$ cat src/rtl/ram.sv
// Single-port 16x8 synchronous RAM with a registered read port and write-through
// on simultaneous read/write. Async active-low reset clears contents and dout.
module ram #(
   parameter int DATA_WIDTH = 8,
   parameter int ADDR_WIDTH = 4
) (
   input  logic                  clk,
   input  logic                  rst,
   input  logic                  wr,
   input  logic                  rd,
   input  logic [ADDR_WIDTH-1:0] add,
   input  logic [DATA_WIDTH-1:0] din,
   output logic [DATA_WIDTH-1:0] dout
);

   localparam int DEPTH = 2 ** ADDR_WIDTH;

   logic [DATA_WIDTH-1:0] r_mem [DEPTH];
   logic [DATA_WIDTH-1:0] r_dout;
   logic [DATA_WIDTH-1:0] w_rdata;

   // A same-edge write wins over the stored word so dout never shows stale data.
   assign w_rdata = wr ? din : r_mem[add];

   always_ff @(posedge clk or negedge rst) begin
      if (!rst) begin
         for (int i = 0; i < DEPTH; i++) r_mem[i] <= '0;
      end else if (wr) begin
         r_mem[add] <= din;
      end
   end

   always_ff @(posedge clk or negedge rst) begin
      if (!rst)    r_dout <= '0;
      else if (rd) r_dout <= w_rdata;
   end

   assign dout = r_dout;

endmodule

$ cat config.mk
export PLATFORM = sky130hd
export DESIGN_NAME = ram
export DESIGN_NICKNAME = d
export VERILOG_FILES = /design/src/rtl/ram.sv
export SDC_FILE = /design/constraint.sdc
export NUM_CORES = 1
export LEC_CHECK = 0
export ABC_AREA = 1
export CAP_MARGIN = 20
export CORE_MARGIN = 2
export CORE_UTILIZATION = 40
export CTS_CLUSTER_DIAMETER = 60
export DETAILED_ROUTE_END_ITERATION = 10
export GPL_ROUTABILITY_DRIVEN = 0
export PLACE_DENSITY_LB_ADDON = 0.25
export SLEW_MARGIN = 20
export SYNTH_ARGS = -nofsm -noshare
export SYNTH_HDL_FRONTEND = slang
export SYNTH_SLANG_ARGS = --single-unit
export TNS_END_PERCENT = 50
$ cat constraint.sdc
create_clock -name clk -period 1 [get_ports clk]
set_input_delay 0.2 -clock clk [delete_from_list [all_inputs] [get_ports clk]]
set_output_delay 0.2 -clock clk [all_outputs]
set_load 0.02 [all_outputs]
=== Yosys cells after proc, flatten, opt, wreduce, memory -nomap -nowiden ===
Index checks and enable logic that the tools add are counted.

* Bits in registers: 136
* Bits of input ports: 16
* Output and inout bits: 8
* Word-level logic and storage cells: 28

* Magnitude comparators: 2
* Multiplexer cells: 7
* Bitwise logic cells: 1
* Reduce and logical (&&, ||, !) cells: 1

{| class="wikitable"
|+ Operators by type and width
! kind !! count
|-
| bitwise mux 128 bit || 1
|-
| binary-select mux 8 bit (select 4 bit) || 1
|-
| demux 8 bit (select 4 bit) || 1
|-
| two-way mux 8 bit || 4
|-
| >= comparator 5 bit (second input constant) || 1
|-
| less-than comparator 5 x 1 -> 1 bit (second input constant) || 1
|-
| inverter 4 -> 5 bit || 1
|-
| logical AND 1 bit || 1
|}

=== Logic depth before layout (Yosys ltp) ===
* Word-level depth: 6
* Depth in mapped cells: 11
* Depth with buffers taken out: 9

=== Least setup slack after synthesis ===
OpenSTA, ideal clock, no wires.

* Path kind: input port to flip-flop
* Start point: in add[1]
* End point: reg r_mem[125] in the netlist's numbering
* Setup time: 0.135 ns
* Arrival: 1.051 ns
* Data required time: 0.865 ns
* Setup slack: -0.187 ns
* Stages on the path: 6
* Buffers on the path: 2
* Path through: buf_4 nor3_2 nand2_1 clkbuf_1 nand2_1 o21ai_0

* Cells in the longest elaborated chain, start to end: 6
* Elaborated cells between the ends (all ways): 7
* Classes of those cells: order compare (2); mux (3); bitwise (1); reduce/logical (1)

{| class="wikitable"
|+ Ends and longest elaborated chain
! item !! line !! source
|-
| start, declared || 11 || <nowiki>input logic [ADDR_WIDTH-1:0] add,</nowiki>
|-
| inverter 4 -> 5 bit (implied by the code) * || 29 || <nowiki>r_mem[add] <= din;</nowiki>
|-
| >= comparator 5 bit (implied by the code) / less-than comparator 5 x 1 -> 1 bit (equally long branches) || 29 ||
|-
| logical AND 1 bit (implied by the code) || 29 ||
|-
| two-way mux 8 bit (implied by the code) || 29 ||
|-
| demux 8 bit (select 4 bit) * || 29 ||
|-
| bitwise mux 128 bit * || 29 ||
|-
| end signal, assigned by index || 29 ||
|-
| end, declared || 18 || <nowiki>logic [DATA_WIDTH-1:0] r_mem [DEPTH];</nowiki>
|}

Every way passes the cells marked *; elsewhere a longest branch is shown, timed or not.
A chain may end at the register's enable or synchronous reset.

=== Final worst setup path ===
* Start point: reg r_dout[7], in the netlist dout[7]
* End point: out dout[7]

{| class="wikitable"
|+ RTL lines
! item !! line !! source
|-
| start, declared || 19 || <nowiki>logic [DATA_WIDTH-1:0] r_dout;</nowiki>
|-
| start signal, assigned || 35 || <nowiki>else if (rd) r_dout <= w_rdata;</nowiki>
|-
| end, declared || 13 || <nowiki>output logic [DATA_WIDTH-1:0] dout</nowiki>
|}

No word-level cell between the ends.

==> run_results.csv <==
group,metric,value,unit
run_status,status,"finished with violations",
run_status,violations,"setup timing",
finish,fin_area,0.008361,mm²
routing,routedWlPerCell,15.42,µm
routing,via_per_inst,4.941,
critical_path,crit_family,"flip-flops",
finish,drive_above_1_share,0.1933,
critical_path,critical_path.cell_chain,"buf_6",
clock_tree,cts_tree,"built",
synth,synth-edff-count,0,
routing,totalWireLength,17.61,mm
routing,ant_nets,0,
pwr,p_sw,4.849,mW
critical_path,crit_path_max_incr_delay,0.43,ns
synth,synthCells,835,
die,die_y,130.2,µm
routing,drtPass1Iterations,5,
sta,final.setup.tns,-2.450,ns
routing,drtIter0Drc,513,
synth,ys_warn_count,0,
die,io_pins,24,
die,initial_core_util,0.4052,
global_routing,grt-ovfl-total,0,
clock_tree,cts-buffers-inserted,17,
pwr,power,17.04,mW
pwr,power_density,2038,mW/mm²
finish,area.sequential,0.003403,mm²
global_routing,grt_usage,0.2241,
sta,fin_crit,1.214,ns
critical_path,worstSetupPathType,"reg -> out",
die,num_rows,46,
routing,wl_met3,744,µm
critical_path,required,0.80,ns
critical_path,arrival,1.01,ns
sta,hold_viol,0,
routing,drc_errors,0,
global_routing,grt_first_pass_wirelength,28.47,mm
synth,ys.flop_type,"dfrtp_1",
synth,synth_seq_cells,136,
clock_tree,htreeDepth,4,
critical_path,crit_fanout,2,
routing,vias,5643,
clock_tree,cts_sinks,136,
synth,synth_area,0.006366,mm²
sta,hold_ws,0.1173,ns
sta,setup_violations,16,
synth,synth_nets,851,
clock_tree,path_clk_slew,0.06,ns
global_routing,antenna_found_initial,0,
die,core_area,0.01571,mm²
sta,slew_viol_final,0,
finish,n_fill_cell,1505,
clock_tree,clk_path_buf_depth,2,
sta,timing.final.ws_setup,-0.2144,ns
synth,ys_async_sr_fraction,1.000,
pwr,switching_share,0.2845,
sta,fin_skew,0.006163,ns
finish,fin_nets,929,
routing,dr_wl_met2,8.208,mm
routing,highest_layer,"met4",
routing,wl_met1,8.389,mm
clock_tree,clock_latency,0.43,ns
critical_path,crit_path_end_kind,"output port",
sta,grt_setup_unrepaired,"true",
finish,multiInputGateArea,0.002865,mm²
global_routing,grt_max_degree,56,
pwr,p_clk_frac,0.376,
pwr,p_comb_frac,0.195,
sta,max_freq,823.4,MHz
die,die_area,0.01694,mm²
pwr,leakage,4.217,nW
sta,min_period_over_period,1.214,
sta,max_slew_margin,0.7969,
place,hpwl,11.81,mm
place,post_dp_cell_area,0.007371,mm²
synth,ys_types,19,
critical_path,critical_path_buf_inv_count,1,
synth,seq_area_frac_synth,0.5346,
place,io_buffers,23,
die,die_w,130.2,µm
global_routing,grt_pass1_vias,5315,
sta,worst_slew_pin_slew,0.3046,ns
flow_run,cap_violations,0,
critical_path,crit_slowest_cell,"dfrtp_1",
finish,antenna_cells,0,
min_path,hp-class,"in -> async",
pwr,power_frac_seq,0.429,
finish,area_delta_synth_final,31.33,%
pwr,intPower,12.19,mW
clock_tree,cts_root_buffer,"clkbuf_16",
pwr,vdd_drop_max,1416,µV
critical_path,start_kind,"register",
synth,avgSynthCellArea,7.624,µm²
registers in the layout (all words and copies together) (netlist names):
name and flops:
r_mem 128, dout 8
logic make-up (layout without fill, tap and decap cells):
group                  count (synthesis)  in the layout  synth area share
AND/OR/NAND/NOR                      490            490            0.3033
AO/OA/AOI/OAI                        144            144            0.1164
flip-flops                           136            136            0.5346
buffers and inverters                 65            156           0.04579
layer usage:
layer | GRT usage | vias up
met5 | 0 | -
met4 | 0.07211 | 0
met3 | 0.04469 | 21
met2 | 0.3523 | 130
met1 | 0.3136 | 2684
li1 | - | 2808
cells in the final DEF, fill, tap and decap left out, types with 5 or more instances in the layout:
master           count
a21oi_1             48
buf_12              20
buf_4               53
buf_6               17
clkbuf_16           17
clkdlybuf4s50_1      9
clkinv_2             6
dfrtp_1            136
inv_1               11
nand2_1            378
nand2_2             19
nand2_4              5
nand3_1             18
nand3_2              7
nor2_1              48
nor2_4               7
o21ai_0             67
o21ai_1             21
o21bai_1             8
layout make-up:
| type | instances | area share |
|---|---|---|
| sequential | 136 | 0.4071 |
| inverter | 18 | 0.009578 |
| timing repair buffer | 106 | 0.1359 |
| tap | 216 | 0.03233 |
| clock buffer | 19 | 0.05418 |
| clock inverter | 13 | 0.01826 |
| multi-input combinational | 634 | 0.3427 |
worst paths after layout:
kind                                        from                      to  slack (ns)  cells after the start
max                          dout[7]$_DFFE_PN0P_                 dout[7]       -0.21                      1
min                                          rst   r_mem[73]$_DFFE_PN0P_        0.12                      2
max reg2reg                r_mem[85]$_DFFE_PN0P_     dout[5]$_DFFE_PN0P_       -0.15                      8
min reg2reg                r_mem[98]$_DFFE_PN0P_   r_mem[98]$_DFFE_PN0P_        0.48                      2
max in group asynchronous                    rst   r_mem[40]$_DFFE_PN0P_        0.39                      3
min in group clk                              wr  r_mem[106]$_DFFE_PN0P_        0.41                      6
power by group through the flow:
stage          Combinational, mW  Sequential, mW  Clock, mW
2_1_floorplan               1.93            7.27          0
3_3_place_gp                2.95            7.35          0
3_5_place_dp                3.04            7.36          0
4_1_cts                     3.19            7.30       6.51
5_1_grt                     3.77            7.45       6.75
6_report                    3.31            7.31       6.41
Yosys cell counts, types with 3 or more instances:
cell,count,share of area
nand3_1,25,0.020
o21ai_1,3,0.0024
inv_2,4,0.0024
a21oi_1,48,0.038
o21ai_0,85,0.067
nor2_1,52,0.031
dfrtp_1,136,0.53
inv_1,13,0.0077
buf_2,23,0.018
clkbuf_1,17,0.010
nor2_4,6,0.011
buf_1,4,0.0024
nand2_1,404,0.24
o21bai_1,8,0.0094
stage by stage:
step / instances / setup WS [ns] / util
floorplan: 835 / -0.1072 / -
global placement: 1087 / -0.8972 / 0.4691
detailed placement: 1087 / -0.9289 / 0.4691
CTS: 1130 / -0.2123 / 0.5225
global route: 1142 / -0.2666 / 0.5321
finish: 1142 / -0.2144 / 0.5321
timing repair:
item	CTS	global route
pin swaps	35	14
hold endpoints to repair	136	0
resized for setup	84	26
setup endpoints to repair	144	85
hold buffers	1	0
buffers inserted	9	12
gates cloned	1	0
Power figures use the tool's default switching activity.
